**src/rtl/cpu_pkg.sv**
```systemverilog
// Shared CPU-wide constants and the write-back entry layout used by the
// load-return path into the register file.
package cpu_pkg;

  localparam int unsigned REG_W    = 4;
  localparam int unsigned DATA_W   = 16;
  localparam int unsigned NUM_REGS = 16;

  typedef struct packed {
    logic [REG_W-1:0]  dst;
    logic [DATA_W-1:0] data;
  } wb_entry_t;

endpackage

```
**src/rtl/wb_fifo.sv**
```systemverilog
// Synchronous FIFO for load returns. Pointers carry one extra wrap bit so
// that full and empty can be told apart.
module wb_fifo #(
  parameter int unsigned DEPTH = 2,
  parameter int unsigned W     = 20
) (
  input  logic         clk,
  input  logic         rst,
  input  logic         push,
  input  logic         pop,
  input  logic [W-1:0] din,
  output logic [W-1:0] dout,
  output logic         full,
  output logic         empty
);

  localparam int unsigned AW = (DEPTH > 1) ? $clog2(DEPTH) : 1;

  logic [W-1:0] mem [DEPTH];
  logic [AW:0]  wr_ptr;
  logic [AW:0]  rd_ptr;
  logic         do_push;
  logic         do_pop;

  assign empty = (wr_ptr == rd_ptr);
  assign full  = (wr_ptr[AW] != rd_ptr[AW]) &&
                 (wr_ptr[AW-1:0] == rd_ptr[AW-1:0]);

  // A full FIFO still accepts a push when the head leaves in the same cycle.
  assign do_pop  = pop && !empty;
  assign do_push = push && (!full || do_pop);

  assign dout = mem[rd_ptr[AW-1:0]];

  always_ff @(posedge clk or posedge rst) begin
    if (rst) begin
      wr_ptr <= '0;
      rd_ptr <= '0;
    end else begin
      if (do_push) wr_ptr <= wr_ptr + (AW+1)'(1);
      if (do_pop)  rd_ptr <= rd_ptr + (AW+1)'(1);
    end
  end

  always_ff @(posedge clk) begin
    if (do_push) mem[wr_ptr[AW-1:0]] <= din;
  end

endmodule

```
**src/rtl/wb_arbiter.sv**
```systemverilog
// Register-file write-port arbiter: ALU results take priority, buffered load
// returns fill idle cycles, and a busy/stale scoreboard guards RAW/WAW order.
module wb_arbiter #(
  parameter int unsigned DEPTH  = 2,
  parameter int unsigned REG_W  = cpu_pkg::REG_W,
  parameter int unsigned DATA_W = cpu_pkg::DATA_W
) (
  input  logic                         clk,
  input  logic                         rst,
  input  logic                         alu_valid,
  input  logic [REG_W-1:0]             alu_dst,
  input  logic [DATA_W-1:0]            alu_data,
  input  logic                         ld_issue,
  input  logic [REG_W-1:0]             ld_issue_dst,
  input  logic                         ld_valid,
  input  logic [REG_W-1:0]             ld_dst,
  input  logic [DATA_W-1:0]            ld_data,
  output logic                         ld_ready,
  output logic [cpu_pkg::NUM_REGS-1:0] busy_mask,
  output logic [REG_W-1:0]             DstReg,
  output logic                         WriteReg,
  output logic [DATA_W-1:0]            DstData
);

  import cpu_pkg::*;

  localparam int unsigned EW = REG_W + DATA_W;

  logic [NUM_REGS-1:0] busy_q, busy_d;
  logic [NUM_REGS-1:0] stale_q, stale_d;
  logic                wr_d;
  logic [REG_W-1:0]    dst_d;
  logic [DATA_W-1:0]   data_d;

  logic                fifo_full, fifo_empty;
  logic                push, pop;
  logic [EW-1:0]       head;
  logic [REG_W-1:0]    hd_dst;
  logic [DATA_W-1:0]   hd_data;

  assign ld_ready = !fifo_full;
  assign push     = ld_valid && ld_ready;
  assign pop      = !alu_valid && !fifo_empty;
  assign hd_dst   = head[EW-1:DATA_W];
  assign hd_data  = head[DATA_W-1:0];

  wb_fifo #(
    .DEPTH (DEPTH),
    .W     (EW)
  ) u_fifo (
    .clk   (clk),
    .rst   (rst),
    .push  (push),
    .pop   (pop),
    .din   ({ld_dst, ld_data}),
    .dout  (head),
    .full  (fifo_full),
    .empty (fifo_empty)
  );

  always_comb begin
    busy_d  = busy_q;
    stale_d = stale_q;
    wr_d    = 1'b0;
    dst_d   = DstReg;
    data_d  = DstData;

    if (alu_valid) begin
      wr_d = (alu_dst != '0);
      if (wr_d) begin
        dst_d  = alu_dst;
        data_d = alu_data;
      end
      // The pending load for this register is now older than this result.
      if (busy_q[alu_dst]) stale_d[alu_dst] = 1'b1;
    end else if (pop) begin
      wr_d = (hd_dst != '0) && !stale_q[hd_dst];
      if (wr_d) begin
        dst_d  = hd_dst;
        data_d = hd_data;
      end
      busy_d[hd_dst]  = 1'b0;
      stale_d[hd_dst] = 1'b0;
    end

    // Applied last so a new issue wins over a same-cycle pop clear.
    if (ld_issue && (ld_issue_dst != '0)) busy_d[ld_issue_dst] = 1'b1;
  end

  always_ff @(posedge clk or posedge rst) begin
    if (rst) begin
      busy_q   <= '0;
      stale_q  <= '0;
      WriteReg <= 1'b0;
      DstReg   <= '0;
      DstData  <= '0;
    end else begin
      busy_q   <= busy_d;
      stale_q  <= stale_d;
      WriteReg <= wr_d;
      DstReg   <= dst_d;
      DstData  <= data_d;
    end
  end

  assign busy_mask = busy_q;

endmodule

```
**config.mk**
```make
export PLATFORM = sky130hd
export DESIGN_NAME = wb_arbiter
export DESIGN_NICKNAME = d
export VERILOG_FILES = /design/src/rtl/cpu_pkg.sv /design/src/rtl/wb_fifo.sv /design/src/rtl/wb_arbiter.sv
export SDC_FILE = /design/constraint.sdc
export NUM_CORES = 1
export LEC_CHECK = 0
export BUFFER_PORTS_ARGS = -buffer_cell sky130_fd_sc_hd__buf_2
export CAP_MARGIN = 20
export CORE_ASPECT_RATIO = 0.6
export CORE_MARGIN = 5
export CORE_UTILIZATION = 52
export CTS_BUF_LIST = sky130_fd_sc_hd__clkbuf_16
export CTS_CLUSTER_DIAMETER = 100
export DETAILED_ROUTE_END_ITERATION = 16
export GPL_TIMING_DRIVEN = 0
export PLACE_DENSITY = 0.76
export REMOVE_ABC_BUFFERS = 1
export SLEW_MARGIN = 40
export SYNTH_ARGS = -nofsm -noshare
export SYNTH_HDL_FRONTEND = slang
export SYNTH_SLANG_ARGS = --single-unit
```
**constraint.sdc**
```tcl
create_clock -name clk -period 4.7 [get_ports clk]
set_input_delay 0.235 -clock clk [delete_from_list [all_inputs] [get_ports clk]]
set_output_delay 0.235 -clock clk [all_outputs]
set_load 0.03 [all_outputs]
```
==> results.sh <==
export IMPL_tightest_slew_ps=695
export IMPL_first_pass_iters=5
export IMPL_power_density_mw_per_mm2=710
export IMPL_status="finished, final reports clean"
export IMPL_drtIter0Drc=315
export IMPL_die_area_sq_mm=0.0104
export IMPL_grt_pass1_wl_mm=16.6
export IMPL_grt_max_degree=43
export IMPL_die_h_um=81.2
export IMPL_yosysSeqAreaShare_pct=59.3
export IMPL_rsz0062_at_grt="false"
export IMPL_min_period_ps=3030
export IMPL_h_tree_depth=3
export IMPL_wl_met3_mm=1.06
export IMPL_yosys_area_top_type="dfrtp_1"
export IMPL_antenna_cells=0
export IMPL_min_path_cells=1
export IMPL_p_clk_share_pct=19.5
export IMPL_synth_edf_count=40
export IMPL_synth_avg_cell_area_sq_um=12.3
export IMPL_grt_use_total_pct=21.2
export IMPL_min_from="ld_dst[3]"
export IMPL_fmax_ghz=0.330
export IMPL_drc_errors=0
export IMPL_total_power_w=0.00372
export IMPL_hp_class="input pin to register"
export IMPL_synth_top_area_share_pct=31.9
export IMPL_portBuffers=86
export IMPL_place_detailed_hpwl_mm=7.57
export IMPL_synth_seq_cells=96
export IMPL_cts_tree="done"
export IMPL_highest_layer="met4"
export IMPL_crit_fanout=42
export IMPL_root_buffer="clkbuf_16"
export IMPL_synth_warnings=0
export IMPL_stdcell_count=556
export IMPL_seqPwrFrac_pct=41.6
export IMPL_timing_rr_end="DstData[11]"
export IMPL_swShare_pct=40.4
export IMPL_initial_core_util_pct=54.6
export IMPL_critPathArrivalTime_ps=3250
export IMPL_wl_met1_mm=4.66
export IMPL_comb_power_share_pct=39.0
export IMPL_min_to="u_fifo.mem[1][19]"
export IMPL_maxSlewViolCount=0
export IMPL_internal_power_w=0.00222
export IMPL_synthesis_area_sq_mm=0.00439
export IMPL_die_x_um=129
export IMPL_crit_type="register to register"
export IMPL_drv_cap=0
export IMPL_clock_latency_ps=340
export IMPL_synth_ff_type="dfrtp_1"
export IMPL_setup_viol=0
export IMPL_drive_above_1_share_pct=31.3
export IMPL_cts_sink_count=96
export IMPL_grt_pass1_vias=3182
export IMPL_ios=87
export IMPL_skew_ps=6.38
export IMPL_period_share_pct=64.4
export IMPL_tns_ps=0
export IMPL_fill_cells=636
export IMPL_vias=3255
export IMPL_final_nets=492
export IMPL_cp_end_kind="register"
export IMPL_dp_cells=538
export IMPL_async_flop_share_pct=58.3
export IMPL_wl_met2_mm=4.61
export IMPL_vdd_drop_max_uv=476
export IMPL_antenna_found_initial=0
export IMPL_syn2layout_area_growth_pct=19.2
export IMPL_crit_required_ps=4930
export IMPL_yosysUniqueCellTypes=51
export IMPL_clk_pin_slew_ps=70
export IMPL_reg2reg_depth=7
export IMPL_pre_cts_ws_ps=1590
export IMPL_whs_ps=78.0
export IMPL_max_slew_margin_pct=53.7
export IMPL_cts_buffer_depth=2
export IMPL_core_area_sq_mm=0.00804
export IMPL_rows=25
export IMPL_wl_per_cell_um=18.9
export IMPL_gr_total_overflow=0
export IMPL_setup_slack_ps=1670
export IMPL_p_leak_nw=2.25
export IMPL_synthTopCellsByArea="dfrtp_1 (32%), edfxtp_1 (27%), nand2_1 (5.6%)"
export IMPL_hold_viol_final=0
export IMPL_wl_mm=10.5
export IMPL_r2r_start="u_fifo.rd_ptr[0]"
export IMPL_reg2reg_slack_ps=1670
export IMPL_worstSetupStartpoint="u_fifo.rd_ptr[0]"
export IMPL_cp_start_kind="register"
export IMPL_synth_cells=358
export IMPL_ant_nets=0
export IMPL_viasPerCell=5.85
export IMPL_cts_made_buffers=9
export IMPL_power_switching_w=0.00150
export IMPL_gp_congestion=0.971
-- sequential cells by signal, summed over array words and instances, names as in the netlist --
| name | cells |
|---|---|
| busy_mask | 16 |
| DstData | 16 |
| DstReg | 4 |
| stale_q | 15 |
| u_fifo.mem | 40 |
| u_fifo.wr_ptr | 2 |
| WriteReg | 1 |
| u_fifo.rd_ptr | 2 |
-- per-layer routing --
| layer | GRT usage, % | up-vias |
|---|---|---|
| met1 | 29.5 | 1569 |
| li1 | - | 1492 |
| met5 | 0 | - |
| met3 | 7.03 | 20 |
| met4 | 7.02 | 0 |
| met2 | 31.8 | 174 |
-- critical path: stages, from the launching register on --
cell and delay (ps):
dfrtp_4 790, nor2_1 110, a32o_1 360, a2111oi_4 410, o221ai_2 220, o22ai_4 390, buf_8 230, mux2_2 350
-- layout by cell type, fill, tap and decap left out, types with 3 or more instances in the layout --
master / n
buf_2: 86
nand2_1: 65
dfrtp_1: 55
o21ai_0: 43
edfxtp_1: 40
mux2i_1: 20
nand3_1: 13
mux2_4: 9
mux2_2: 9
clkbuf_16: 9
nand2b_1: 8
inv_1: 7
o32ai_1: 5
nand3b_1: 5
mux4_2: 4
xnor2_1: 4
nor2_1: 4
o21a_1: 4
o31ai_1: 4
o22ai_1: 3
and2_1: 3
-- synthesized netlist by cell type, drive strengths merged (2+ instances only) --
cell type / instances
o21a: 4
dfrtp: 56
nand2b: 8
and2: 3
clkbuf: 10
buf: 6
o221ai: 3
o31ai: 4
mux4: 4
o21ai: 43
o32ai: 6
inv: 7
nor2: 5
or2: 2
mux2i: 20
edfxtp: 40
nor3b: 2
mux2: 18
a21boi: 2
a2111oi: 2
nand3: 14
nand2: 65
nor2b: 2
o22ai: 4
nand3b: 6
xor2: 2
nor3: 2
xnor2: 4
-- layout make-up --
| cell class | count | area, sq um | area share [%] |
|---|---|---|---|
| flip-flops and latches | 96 | 2610 | 49.8 |
| clock buffers | 9 | 225 | 4.31 |
| multi-input cells | 239 | 1680 | 32.0 |
| clock inverters | 7 | 70.1 | 1.34 |
| inverters | 7 | 28.8 | 0.550 |
| well taps | 108 | 135 | 2.58 |
| repair buffers | 90 | 490 | 9.38 |
-- what timing repair did --
item / in CTS / in global routing
hold buffers: 1 / 0
gates resized for setup: 0 / 0
hold endpoints to repair: 26 / 0
setup buffers: 0 / 0
-- power groups by stage --
stage	Combinational [W]	Sequential (W)	Clock, W
after floorplan	0.000718	0.00178	0
after global placement	0.00138	0.00152	0
after detailed placement	0.00144	0.00154	0
after CTS	0.00145	0.00153	0.000738
after global routing	0.00155	0.00158	0.000773
final	0.00145	0.00154	0.000724
-- cells by family (layout without fill, tap and decap cells) --
family / count (synthesis) / after routing / share of synthesized area, %
muxes: 42 / 42 / 12.0
buffers and inverters: 23 / 113 / 2.97
AOI/OAI and AO/OA: 75 / 75 / 11.7
DFF: 96 / 96 / 59.3
and+or+nand+nor: 116 / 116 / 12.8
xor gates and xnor gates: 6 / 6 / 1.20
-- through the flow --
| stage | cell area [sq um] | util, % |
|---|---|---|
| 2_1_floorplan | 4280 | - |
| 3_3_place_gp | 4850 | 60.3 |
| 3_5_place_dp | 4910 | 61.1 |
| 4_1_cts | 5220 | 64.9 |
| 5_1_grt | 5230 | 65.1 |
| 6_report | 5230 | 65.1 |
-- worst max-delay path by stage --
stage	depth (start not counted)	end	slack (ps)
after floorplan	5	DstData[10]	1400
after global placement	5	DstData[7]	520
after detailed placement	6	DstData[11]	1590
after CTS	6	DstData[11]	1570
after global routing	6	DstData[7]	1510
final	7	DstData[11]	1670
(Power assumes the default switching activity.)
